<file path="src/rtl/reg_scoreboard_ctrl_pkg.sv">
// reg_scoreboard_ctrl_pkg: shared widths, slot record and FSM state for the issue/hazard scoreboard
package reg_scoreboard_ctrl_pkg;
  localparam int REG_NO_WIDTH = 4;
  localparam int NUM_REGS = 2 ** REG_NO_WIDTH;
  localparam int DEF_PIPE_DEPTH = 3;
  localparam int DEF_FLUSH_DEPTH = 2;
  localparam int DEF_FLUSH_HOLD = 2;
  typedef struct packed {
    logic valid;
    logic [REG_NO_WIDTH-1:0] regNo;
  } slot_t;
  typedef enum logic {RUN, HOLD} state_t;
endpackage

</file>
<file path="src/rtl/reg_scoreboard_ctrl_sb_slot_pipe.sv">
// sb_slot_pipe: shifting in-flight write tracker with flush kill, RAW match and pending mask
module sb_slot_pipe import reg_scoreboard_ctrl_pkg::*; #(
  parameter int PIPE_DEPTH = DEF_PIPE_DEPTH,
  parameter int FLUSH_DEPTH = DEF_FLUSH_DEPTH
) (
  input  logic                    clk,
  input  logic                    reset,
  input  logic                    i_push,
  input  logic [REG_NO_WIDTH-1:0] i_push_no,
  input  logic                    i_flush,
  input  logic                    i_src1_use,
  input  logic [REG_NO_WIDTH-1:0] i_src1_no,
  input  logic                    i_src2_use,
  input  logic [REG_NO_WIDTH-1:0] i_src2_no,
  output slot_t                   o_tail,
  output logic                    o_hazard,
  output logic [NUM_REGS-1:0]     o_pending_mask
);
  slot_t r_slot [PIPE_DEPTH];
  slot_t w_next [PIPE_DEPTH];
  logic [NUM_REGS-1:0] w_mask;
  always_comb begin
    w_next[0] = '{valid: i_push, regNo: i_push_no};
    for (int i = 1; i < PIPE_DEPTH; i++) w_next[i] = r_slot[i-1];
    // flush leaves the youngest positions empty after the shift
    for (int i = 0; i < FLUSH_DEPTH; i++) if (i_flush) w_next[i].valid = 1'b0;
    w_mask = '0;
    for (int i = 0; i < PIPE_DEPTH; i++) if (w_next[i].valid) w_mask[w_next[i].regNo] = 1'b1;
    o_hazard = 1'b0;
    for (int i = 0; i < PIPE_DEPTH; i++)
      if (r_slot[i].valid && ((i_src1_use && i_src1_no == r_slot[i].regNo) ||
                              (i_src2_use && i_src2_no == r_slot[i].regNo)))
        o_hazard = 1'b1;
  end
  assign o_tail = r_slot[PIPE_DEPTH-1];
  always_ff @(posedge clk or negedge reset) begin
    if (!reset) begin
      for (int i = 0; i < PIPE_DEPTH; i++) r_slot[i] <= '0;
      o_pending_mask <= '0;
    end else begin
      for (int i = 0; i < PIPE_DEPTH; i++) r_slot[i] <= w_next[i];
      o_pending_mask <= w_mask;
    end
  end
endmodule

</file>
<file path="src/rtl/reg_scoreboard_ctrl.sv">
// reg_scoreboard_ctrl: RAW stall, flush hold sequencing and retire cross-check beside decode
module reg_scoreboard_ctrl import reg_scoreboard_ctrl_pkg::*; #(
  parameter int PIPE_DEPTH = DEF_PIPE_DEPTH,
  parameter int FLUSH_DEPTH = DEF_FLUSH_DEPTH,
  parameter int FLUSH_HOLD = DEF_FLUSH_HOLD
) (
  input  logic                    clk,
  input  logic                    reset,
  input  logic                    issueValid,
  input  logic                    issueWrReg,
  input  logic [REG_NO_WIDTH-1:0] issueDstNo,
  input  logic                    issueSrc1Use,
  input  logic [REG_NO_WIDTH-1:0] issueSrc1No,
  input  logic                    issueSrc2Use,
  input  logic [REG_NO_WIDTH-1:0] issueSrc2No,
  input  logic                    flush,
  input  logic                    retireWrReg,
  input  logic [REG_NO_WIDTH-1:0] retireNo,
  output logic                    issueAccept,
  output logic                    stall,
  output logic                    flushLatches,
  output logic [NUM_REGS-1:0]     pendingMask,
  output logic                    errMismatch
);
  localparam int CW = $clog2(FLUSH_HOLD + 1);
  state_t r_state, w_state_nxt;
  logic [CW-1:0] r_cnt, w_cnt_nxt;
  logic r_flush_latches, r_err;
  logic w_hazard, w_mis;
  slot_t w_tail;
  sb_slot_pipe #(.PIPE_DEPTH(PIPE_DEPTH), .FLUSH_DEPTH(FLUSH_DEPTH)) u_pipe (
    .clk           (clk),
    .reset         (reset),
    .i_push        (issueAccept && issueWrReg),
    .i_push_no     (issueDstNo),
    .i_flush       (flush),
    .i_src1_use    (issueSrc1Use),
    .i_src1_no     (issueSrc1No),
    .i_src2_use    (issueSrc2Use),
    .i_src2_no     (issueSrc2No),
    .o_tail        (w_tail),
    .o_hazard      (w_hazard),
    .o_pending_mask(pendingMask)
  );
  always_comb begin
    stall = (r_state == HOLD) ? 1'b1 : issueValid && w_hazard;
    issueAccept = issueValid && !stall && !flush && r_state == RUN;
    w_state_nxt = flush ? HOLD : (r_state == HOLD && r_cnt == CW'(1)) ? RUN : r_state;
    w_cnt_nxt = flush ? CW'(FLUSH_HOLD) : (r_state == HOLD) ? r_cnt - 1'b1 : r_cnt;
    // the oldest slot is what the MEM latch must be presenting this cycle
    w_mis = (retireWrReg != w_tail.valid) ||
            (retireWrReg && w_tail.valid && retireNo != w_tail.regNo);
  end
  always_ff @(posedge clk or negedge reset) begin
    if (!reset) begin
      r_state <= RUN;
      r_cnt <= '0;
      r_flush_latches <= 1'b0;
      r_err <= 1'b0;
    end else begin
      r_state <= w_state_nxt;
      r_cnt <= w_cnt_nxt;
      r_flush_latches <= flush;
      r_err <= r_err | w_mis;
    end
  end
  assign flushLatches = r_flush_latches;
  assign errMismatch = r_err;
endmodule

</file>
<file path="config.mk">
export PLATFORM = sky130hd
export DESIGN_NAME = reg_scoreboard_ctrl
export DESIGN_NICKNAME = d
export VERILOG_FILES = /design/src/rtl/reg_scoreboard_ctrl_pkg.sv /design/src/rtl/reg_scoreboard_ctrl_sb_slot_pipe.sv /design/src/rtl/reg_scoreboard_ctrl.sv
export SDC_FILE = /design/constraint.sdc
export NUM_CORES = 1
export LEC_CHECK = 0
export ABC_AREA = 1
export CAP_MARGIN = 20
export CORE_MARGIN = 4
export CORE_UTILIZATION = 40
export DETAILED_ROUTE_END_ITERATION = 6
export MAX_ROUTING_LAYER = met4
export PLACE_DENSITY_LB_ADDON = 0.3
export SLEW_MARGIN = 40
export SYNTH_ARGS = -nofsm -noshare
export SYNTH_HDL_FRONTEND = slang
export SYNTH_HIERARCHICAL = 1
export SYNTH_SLANG_ARGS = --single-unit
export TNS_END_PERCENT = 5
</file>
<file path="constraint.sdc">
create_clock -name clk -period 1.55 [get_ports clk]
set_input_delay 0.155 -clock clk [delete_from_list [all_inputs] [get_ports clk]]
set_output_delay 0.155 -clock clk [all_outputs]
set_load 0.005 [all_outputs]
</file>
Yosys cells after proc, flatten, opt, wreduce, memory -nomap -nowiden
Index checks and enable logic that the tools add are counted.

operators by class
  add/sub/neg operators = 1
  magnitude comparators = 6
  equality and inequality tests = 9
  mux-type cells = 19
  bitwise logic cells = 4
  reduce and logical (&&, ||, !) cells = 28

operator list
  kind                                                         number
  2-to-1 mux 16 bit                                            3
  OR 16 bit                                                    2
  == test 4 bit                                                6
  logical AND 1 bit                                            20
  less-than comparator 4 x 5 -> 1 bit (second input constant)  3
  demux 1 bit (select 4 bit)                                   3
  >= comparator 4 x 1 -> 1 bit (second input constant)         3
  2-to-1 mux 1 bit                                             11
  logical OR 1 bit                                             4
  2-to-1 mux 2 bit                                             2
  inequality test 4 bit                                        1
  nonzero test 2 bit                                           2
  == test 2 x 1 -> 1 bit (second input constant)               1
  logical NOT 1 bit                                            2
  subtractor 2 x 1 -> 2 bit (second input constant)            1
  inequality test 1 bit                                        1
  NOT 1 bit                                                    1
  OR 1 bit                                                     1

storage, ports and cells
  flip-flop bits (word level) = 36
  input port bits = 24
  output and inout bits = 20
  logic and storage cells = 78

Logic depth before layout (Yosys ltp)
Gate-level depths: netlist (run 1).

  depth in word-level cells = 20
  gate-level depth with buffers = 13
  gate-level depth less buffers = 13

Cells and area by module
Netlist (run 1), hierarchy kept.

by module, submodules not included
  module               times used  cells an instance  area each (um^2)  sequential area each (um^2)
  sb_slot_pipe         1           210                1636.6            775.7
  reg_scoreboard_ctrl  1           46                 320.3             125.1

Worst setup path after synthesis (run 1)
No wires, ideal clock.

  path type = register -> register
  start = register u_pipe/r_slot[8] (netlist name)
  end = register u_pipe.o_pending_mask[13]
  library setup time = 87 ps
  arrival = 1546 ps
  data required time = 1463 ps
  path slack = -83 ps
  stages on the path, launching flop included = 13
  path through = dfrtp_1 -> clkbuf_4 -> nor2_1 -> nor2_1 -> nand3_1 -> nand2_1 -> nand2_1 -> nand3_1 -> nor3b_2 -> nand2_1 -> nor3_2 -> nand2_1 -> o211ai_1

between the ends
  word-level cells in the longest chain between the ends = 19
  elaborated cells between the ends (all ways) = 26
  classes of those cells = order compare: 2; eq/ne: 2; mux: 9; bitwise: 2; reduce/logical: 11

ends and longest elaborated chain
  element                               RTL line                                                                        RTL
  == test 4 bit (on tied branches)      reg_scoreboard_ctrl_sb_slot_pipe.sv:31, reg_scoreboard_ctrl_sb_slot_pipe.sv:32
  logical AND 1 bit (on tied branches)  reg_scoreboard_ctrl_sb_slot_pipe.sv:31, reg_scoreboard_ctrl_sb_slot_pipe.sv:32
  logical OR 1 bit *                    reg_scoreboard_ctrl_sb_slot_pipe.sv:31                                          if (r_slot[i].valid && ((i_src1_use && i_src1_no == r_slot[i].regNo) ||
  logical AND 1 bit *                   reg_scoreboard_ctrl_sb_slot_pipe.sv:31
  2-to-1 mux 1 bit * (2 in series)      reg_scoreboard_ctrl_sb_slot_pipe.sv:31
  net w_hazard                          reg_scoreboard_ctrl.sv:29                                                       logic w_hazard, w_mis;
  logical AND 1 bit *                   reg_scoreboard_ctrl.sv:46                                                       stall = (r_state == HOLD) ? 1'b1 : issueValid && w_hazard;
  2-to-1 mux 1 bit *                    reg_scoreboard_ctrl.sv:46
  (+4 left out)                         --
  logical AND 1 bit *                   reg_scoreboard_ctrl.sv:34                                                       .i_push (issueAccept && issueWrReg),
  2-to-1 mux 1 bit *                    reg_scoreboard_ctrl_sb_slot_pipe.sv:26                                          for (int i = 0; i < FLUSH_DEPTH; i++) if (i_flush) w_next[i].valid = 1'b0;
  2-to-1 mux 16 bit *                   reg_scoreboard_ctrl_sb_slot_pipe.sv:28                                          for (int i = 0; i < PIPE_DEPTH; i++) if (w_next[i].valid) w_mask[w_next[i].regNo] = 1'b1;
  OR 16 bit (no line)                   --
  2-to-1 mux 16 bit *                   reg_scoreboard_ctrl_sb_slot_pipe.sv:28
  OR 16 bit (no line)                   --
  2-to-1 mux 16 bit *                   reg_scoreboard_ctrl_sb_slot_pipe.sv:28
  net u_pipe.w_mask[13]                 reg_scoreboard_ctrl_sb_slot_pipe.sv:21                                          logic [NUM_REGS-1:0] w_mask;
  end signal, assigned                  reg_scoreboard_ctrl_sb_slot_pipe.sv:42                                          o_pending_mask <= w_mask;
  end, declared                         reg_scoreboard_ctrl_sb_slot_pipe.sv:17                                          output logic [NUM_REGS-1:0] o_pending_mask

The timed path passes the listed nets; every way through them passes the cells marked *.
A chain may end at the register's enable or synchronous reset.

Final worst setup path (run 1)
  start = input port issueSrc1No[0]
  end = output port stall

between the ends
  word-level cells in the longest chain between the ends = 9
  elaborated cells between the ends (all ways) = 17
  classes of those cells = eq/ne: 3; mux: 4; reduce/logical: 10

ends and longest elaborated chain
  element                         RTL line                                RTL
  start, declared                 reg_scoreboard_ctrl.sv:13               input logic [REG_NO_WIDTH-1:0] issueSrc1No,
  == test 4 bit                   reg_scoreboard_ctrl_sb_slot_pipe.sv:31
  logical AND 1 bit               reg_scoreboard_ctrl_sb_slot_pipe.sv:31
  logical OR 1 bit                reg_scoreboard_ctrl_sb_slot_pipe.sv:31
  logical AND 1 bit               reg_scoreboard_ctrl_sb_slot_pipe.sv:31
  2-to-1 mux 1 bit (2 in series)  reg_scoreboard_ctrl_sb_slot_pipe.sv:31
  2-to-1 mux 1 bit *              reg_scoreboard_ctrl_sb_slot_pipe.sv:31
  net w_hazard                    reg_scoreboard_ctrl.sv:29
  logical AND 1 bit *             reg_scoreboard_ctrl.sv:46
  2-to-1 mux 1 bit *              reg_scoreboard_ctrl.sv:46
  end, declared                   reg_scoreboard_ctrl.sv:20               output logic stall,

Marks and branches as above.

==> metrics.md, run 1 <==
| Metric | Value |
|---|---|
| Outcome | `finished with violations` |
| Violated checks | `setup timing` |
| Slew @ Worst Pin | `0.4481 ns` |
| Crit start category | `input port` |
| Synth cell types | `21` |
| Final min period | `1.844 ns` |
| Final Cycle Share | `119.0%` |
| Launching point of the worst reg2reg path | `u_pipe/r_slot[10]` |
| Pwr Density | `800.7 mW/mm²` |
| Number of CTS-inserted buffers | `5` |
| Fin Hold WS | `0.2839 ns` |
| GRT Total Usage | `18.20%` |
| Final Hold Viols | `0` |
| CTS tree | `built` |
| Synth Flop Type | `dfrtp_1` |
| Worst clock skew | `0.005772 ns` |
| First-pass detailed-route iteration total | `4` |
| DP Area | `0.002591 mm²` |
| Routed vias | `1899` |
| Crit path from | `issueSrc1No[0]` |
| Fmax | `542.3 MHz` |
| Proportion of layout cells with a drive suffix above 1 | `21.10%` |
| Setup slack, reg-to-reg | `-0.29 ns` |
| Clk Latency, worst-skew pair | `0.28 ns` |
| H-Tree Depth | `2` |
| Synth top area cells | `dfrtp_1 (46%), nand2_1 (16%), nor2_1 (6.3%)` |
| Final Setup Violations | `18` |
| Post-synthesis area per instance | `7.644 µm²` |
| Worst Setup EP | `stall` |
| Filler cell count | `431` |
| Die footprint | `0.006075 mm²` |
| Drt total wl | `5087 µm` |
| Top-level I/O count | `44` |
| Simple-gate share of the synthesized area | `30.63%` |
| Lkg Pwr | `1.407 nW` |
| Clk root buf | `clkbuf_8` |
| Sequential fraction of the synthesis area | `46.04%` |
| # nets final | `352` |
| Setup repair after global routing missed its margin | `true` |
| Worst min path class | `in2async` |
| Largest net degree at the start of global routing | `37` |
| Crit path max fanout | `4` |
| Netlist Area Pre-Place | `0.001957 mm²` |
| Core Util, Final | `59.95%` |
| Worst EP required | `1.39 ns` |
| # port buffers | `43` |
| Core Region | `0.004723 mm²` |
| Vias per std cell | `4.820` |
| Relative slew slack | `70.13%` |
| Async set-reset flop share out of synthesis | `100.0%` |
| DR WL/cell | `12.91 µm` |
| Ant. Diodes | `0` |
| Antenna violations before repair | `0` |
| Syn Inst Count | `256` |
| Slew Limit Fails | `0` |
| Remaining Overflow, GRT | `0` |
| Reg2reg path depth | `13` |
| Routability-driven placement congestion ratio | `0.8905` |
| Total of max-cap violations | `0` |
| Crit path kind | `in2out` |
| DR DRC count | `0` |
| CTS Hold Bufs | `0` |
| Cell with the most instances after synthesis | `nand2_1` |
| First-pass GRT wire length | `8528 µm` |
| Vias in the first global route | `1863` |
| Synth Register Bits | `36` |
| Critical Path AT | `1.69 ns` |
| Crit end category | `primary output` |
| Post-synthesis compound-gate area fraction | `8.696%` |
| Adder-cell share of the synthesized area | `1.279%` |
| Area growth syn-to-layout | `44.69%` |
| # rows | `25` |
| Overall power | `2.267 mW` |
| Post-Synth XOR/XNOR Area | `3.133%` |
| Die Y | `77.95 µm` |
| Synthesis Warnings | `6` |
| Setup WS post-layout | `-0.2939 ns` |
| Initial Util | `41.43%` |
| Detail Route Antenna Nets | `0` |
| Syn_nets | `282` |
| Clk buf depth | `2` |
| DRT iter0 DRCs | `125` |
| Mux contribution to synthesized area | `0%` |
| Clock transition at path regs | `0.07 ns` |
| Worst vdd ir | `0.5703 mV` |
| Final HPWL DP | `3798 µm` |
| Post-synth top area share | `46.04%` |
| RR Endpoint | `u_pipe/o_pending_mask[9]` |
| Number of synthesized flops with an enable pin | `0` |
| DP Worst Slack | `-0.6045 ns` |
| Synth top cells by count | `nand2_1 (82), dfrtp_1 (36), nor2_1 (33)` |
| Main combinational cell family by area after synthesis | `simple AND/OR/NAND/NOR gates` |
| Design area | `0.002831 mm²` |
| Clock sink total | `36` |
| Yosys top cell by area | `dfrtp_1` |
| Die W | `77.95 µm` |
## worst min-delay path by stage
| stage | endpoint | slack (ns) | startpoint |
|---|---|---|---|
| finish | errMismatch | 0.28 | reset |
| CTS | errMismatch | 0.29 | reset |
| floorplan | errMismatch | -0.14 | reset |
| global placement | errMismatch | 0.46 | errMismatch |
| global route | errMismatch | 0.33 | reset |
| detailed placement | errMismatch | 0.46 | errMismatch |
## power by group
| group | switching [mW] | leakage (nW) | total [mW] | internal, mW |
|---|---|---|---|---|
| Combinational | 0.192 | 0.887 | 0.365 | 0.173 |
| Clock | 0.321 | 0.0645 | 0.888 | 0.567 |
| Sequential | 0.0361 | 0.455 | 1.01 | 0.977 |
## stage by stage
| stage | TNS (ns) | cells |
|---|---|---|
| CTS | -4.333 | 390 |
| global route | -7.366 | 394 |
| finish | -4.094 | 394 |
| global placement | -9.113 | 381 |
| floorplan | -0.2488 | 256 |
| detailed placement | -9.519 | 381 |
## sequential cells by signal, summed over array words and instances (netlist names)
register	cells
u_pipe/o_pending_mask	16
r_cnt	2
flushLatches	1
u_pipe/r_slot	10
u_pipe/o_tail	5
r_state	1
errMismatch	1
## layout make-up
cell class | instances | area [µm²] | share of cell area, %
repair buffers | 70 | 623.1 | 22.01
inverters | 40 | 152.6 | 5.391
flip-flops and latches | 36 | 904.6 | 31.95
clock buffers | 7 | 96.34 | 3.403
multi-input cells | 173 | 940.9 | 33.23
well taps | 67 | 83.83 | 2.961
clock inverters | 1 | 30.03 | 1.061
## what timing repair did
| action | CTS | global route |
|---|---|---|
| endpoints found under the setup margin | 19 | 19 |
| pin swaps | 2 | 7 |
| buffers inserted | 1 | 4 |
| gates resized for setup | 14 | 14 |
## cells by family after synthesis
kind of cell,Yosys count
AO/OA/AOI/OAI,21
XOR/XNOR,7
adder cells (fa/ha/maj),2
buffers and inverters,47
flip-flops,36
AND/OR/NAND/NOR,143
## critical path: stages
cell             delay, ns
clkdlybuf4s50_1       0.54
inv_1                 0.09
nand2_1               0.07
nand2_1               0.05
nor2_1                0.12
nand3_1               0.08
nand2_1               0.08
nand2_1               0.06
nand3_2               0.09
buf_4                 0.11
nand2_1               0.05
nand2_1               0.07
buf_2                 0.12
## cell usage in the layout, fill, tap and decap left out, drive strengths merged
cell / n
nor3b: 1
bufinv: 1
clkbuf: 7
dfrtp: 36
o221ai: 15
nand4: 1
nor3: 2
o211ai: 1
or2: 1
o21ai: 4
inv: 40
nor2: 33
xnor2: 7
a21oi: 1
nand2: 82
nand3: 23
clkdlybuf4s50: 41
buf: 29
ha: 2
## routing by layer
layer | wire, µm | vias up | track usage [%]
met3 | 355 | 7 | 4.988
met1 | 2217 | 882 | 21.99
li1 | - | 953 | -
met2 | 2460 | 57 | 29.62
met5 | 0 | - | -
met4 | 53 | 0 | 5.769
Note: power is estimated with default switching activity, not from simulation.
==> inputs of run 2 (changes only) <==
--- a/config.mk
+++ b/config.mk
@@ -5,7 +5,6 @@
 export SDC_FILE = /design/constraint.sdc
 export NUM_CORES = 1
 export LEC_CHECK = 0
-export ABC_AREA = 1
 export CAP_MARGIN = 20
 export CORE_MARGIN = 4
 export CORE_UTILIZATION = 40
==> metrics.md, run 2 <==
| Metric | Value |
|---|---|
| CTS tree | `built` |
| Clk buf depth | `2 (unchanged)` |
| Crit path kind | `reg2reg` |
| Core Region | `0.004384 mm² (-7.2%)` |
| Synth cell types | `28 (+33%)` |
| Pwr Density | `933.9 mW/mm² (+17%)` |
| Setup repair after global routing missed its margin | `true` |
| # nets final | `272 (-23%)` |
| Antenna violations before repair | `0 (unchanged)` |
| Synthesis Warnings | `6 (unchanged)` |
| Fin Hold WS | `0.2781 ns (-0.005849 ns)` |
| Internal | `1.956 mW (+14%)` |
| Routability-driven placement congestion ratio | `0.8480 (-4.8%)` |
| Total negative slack | `-12.46 ns (-8.366 ns)` |
| Number of synthesized flops with an enable pin | `0 (unchanged)` |
| Comb pwr share | `13.2% (-2.9 points)` |
| # port buffers | `43 (unchanged)` |
| Synth top area cells | `dfrtp_1 (49%), xor2_1 (8.7%), nand2_1 (7.2%)` |
| Initial Util | `41.55% (+0.12 points)` |
| Yosys top cell by area | `dfrtp_1` |
| First-pass GRT wire length | `7010 µm (-18%)` |
| # rows | `24 (-4.0%)` |
| Final Hold Viols | `0 (unchanged)` |
| Slew Limit Fails | `0 (unchanged)` |
| Overall power | `2.480 mW (+9.4%)` |
| Violated checks | `setup timing` |
| Final HPWL DP | `3388 µm (-11%)` |
| Synth top cells by count | `dfrtp_1 (36), nand2_1 (35), xor2_1 (18)` |
| DRT iter0 DRCs | `109 (-13%)` |
| Detail Route Antenna Nets | `0 (unchanged)` |
| Drt total wl | `4482 µm (-12%)` |
| Critical Path AT | `2.53 ns (+0.84 ns)` |
| Lkg Pwr | `1.216 nW (-14%)` |
| Synth Flop Type | `dfrtp_1` |
| Crit start category | `register` |
| Final Cycle Share | `148.4% (+29 points)` |
| Post-synthesis area per instance | `10.23 µm² (+34%)` |
| Crit path max fanout | `5 (+1)` |
| DR WL/cell | `14.99 µm (+16%)` |
| Total of max-cap violations | `0 (unchanged)` |
| Worst min path class | `in2async` |
| Syn Inst Count | `178 (-30%)` |
| Vias in the first global route | `1441 (-23%)` |
| Top-level I/O count | `44 (unchanged)` |
| First-pass detailed-route iteration total | `4 (unchanged)` |
| Syn_nets | `204 (-28%)` |
| Clk root buf | `clkbuf_8` |
| Clock power share | `46.0% (+6.8 points)` |
| Cell with the most instances after synthesis | `dfrtp_1` |
| Outcome | `finished with violations` |
| Crit end category | `register` |
| Max reg flops | `16 (unchanged)` |
| Proportion of layout cells with a drive suffix above 1 | `18.62% (-2.5 points)` |
| Synth Register Bits | `36 (unchanged)` |
| H-Tree Depth | `2 (unchanged)` |
| Most common cell after layout, fill and taps aside | `clkdlybuf4s50_1` |
| Fmax | `434.6 MHz (-20%)` |
| Async set-reset flop share out of synthesis | `100.0% (unchanged)` |
| Sw Ratio | `21.12% (-3.1 points)` |
| Final Setup Violations | `19 (+1)` |
| Clk Latency, worst-skew pair | `0.29 ns (about the same)` |
| Relative slew slack | `67.15% (-3.0 points)` |
| Worst EP required | `1.78 ns (+0.39 ns)` |
| DR DRC count | `0 (unchanged)` |
| Netlist Area Pre-Place | `0.001822 mm² (-6.9%)` |
| Area growth syn-to-layout | `45.74%` |
| Sequential fraction of the synthesis area | `49.45% (+3.4 points)` |
| Die footprint | `0.005698 mm² (-6.2%)` |
| P_sw | `0.5238 mW (-4.7%)` |
| Vias per std cell | `5.137 (+6.6%)` |
| Final min period | `2.301 ns (+0.4569 ns)` |
| Setup WS post-layout | `-0.7508 ns (-0.4569 ns)` |
| Remaining Overflow, GRT | `0 (unchanged)` |
| Slew @ Worst Pin | `0.4917 ns (+0.04363 ns)` |
| Post-synth top area share | `49.45% (+3.4 points)` |
| Clock sink total | `36 (unchanged)` |
| Routed vias | `1536 (-19%)` |
| Ant. Diodes | `0 (unchanged)` |
| GRT Total Usage | `17.46% (-0.73 points)` |
| Clock transition at path regs | `0.07 ns (about the same)` |
| Worst vdd ir | `0.4970 mV (-13%)` |
| Biggest register | `u_pipe/o_pending_mask` |
| Number of CTS-inserted buffers | `5 (unchanged)` |
| Die W | `75.49 µm (-3.2%)` |
| Most frequent cells in the layout | `clkdlybuf4s50_1 (41), dfrtp_1 (36), nand2_1 (35)` |
| Sequential share of power | `40.8% (-3.9 points)` |
| Worst clock skew | `0.006141 ns (+0.0003693 ns)` |
| Largest net degree at the start of global routing | `37 (unchanged)` |
| Die Y | `75.49 µm (-3.2%)` |
| CTS Hold Bufs | `0 (unchanged)` |
## run 2: worst paths after layout
kind | from | cells after the start | end | slack (ns)
min | reset | 2 | errMismatch | 0.28
min in group clk | issueDstNo[3] | 1 | u_pipe/r_slot[13] | 0.41
min reg2reg | errMismatch | 1 | errMismatch | 0.48
max in group asynchronous | reset | 2 | u_pipe/o_pending_mask[6] | 0.94
max | u_pipe/r_slot[12] | 12 | u_pipe/o_pending_mask[2] | -0.75
max reg2reg | u_pipe/r_slot[12] | 12 | u_pipe/o_pending_mask[2] | -0.75
## run 2: critical path, stage by stage, from the launching register on
cell and delay, ns:
dfrtp_1 0.42, xnor2_1 0.15, nand3_1 0.08, nor4_1 0.06, a41oi_1 0.17, nand4_1 0.15
buf_4 0.17, nor4b_4 0.21, and2_1 0.16, nor2b_4 0.18, nor3b_4 0.28, a22oi_1 0.14
nand2_1 0.08
## run 2: final cells by class
cell class                      count  area [µm²]
Timing Repair Buffer               70       629.4
Inverter                            3       11.26
Tap cell                           52       65.06
Clock inverter                      3       90.09
Multi-Input combinational cell    130       889.6
Sequential cell                    36       900.9
Clock buffer                        5       68.82
Fill cell                         366        1729
## run 2: per-stage QoR
stage	setup slack (ns)	utilization [%]	area (µm²)	std cells
floorplan	-0.5659	-	1846	178
global placement	-0.9345	56.08	2459	289
detailed placement	-0.9768	56.08	2459	289
CTS	-0.7294	60.45	2650	299
global route	-0.9761	60.56	2655	299
finish	-0.7508	60.56	2655	299
## run 2: kinds of logic (layout without fill, tap and decap cells)
logic type | count (synthesis) | after routing | synth area share [%]
and+or+nand+nor | 79 | 79 | 22.80
DFF | 36 | 36 | 49.45
AOI/OAI and AO/OA | 20 | 20 | 8.517
adders and majority gates | 2 | 2 | 1.373
buffers and inverters | 12 | 81 | 3.914
xor gates and xnor gates | 29 | 29 | 13.94
## run 2: power groups by stage
stage / Sequential [mW] / Combinational (mW) / Clock (mW)
after detailed placement: 1.03 / 0.325 / 0
after CTS: 1.01 / 0.329 / 1.17
after global routing: 1.02 / 0.363 / 1.21
final: 1.01 / 0.328 / 1.14
after global placement: 1.03 / 0.320 / 0
after floorplan: 1.02 / 0.146 / 0
## run 2: repair_timing
action | in CTS | in global routing
endpoints found under the setup margin | 19 | 19
setup buffers | 2 | 0
pin swaps | 15 | 11
hold endpoints to repair | 0 | 0
resized for setup | 11 | 2
cloned | 0 | 0
## run 2: per-layer routing
layer	wire length, µm	up-vias	track usage, %
met2	2149	59	25.50
met3	357	7	4.881
met1	1909	724	23.20
li1	-	746	-
met4	65	0	6.408
met5	0	-	-
==> inputs of run 3 (changes only) <==
--- a/config.mk
+++ b/config.mk
@@ -11,7 +11,7 @@
 export DETAILED_ROUTE_END_ITERATION = 6
 export MAX_ROUTING_LAYER = met4
 export PLACE_DENSITY_LB_ADDON = 0.3
-export SLEW_MARGIN = 40
+export SLEW_MARGIN = 20
 export SYNTH_ARGS = -nofsm -noshare
 export SYNTH_HDL_FRONTEND = slang
 export SYNTH_HIERARCHICAL = 1
==> results of run 3 <==
Same layout as run 2: the final DEF is identical, and so are final timing and power.
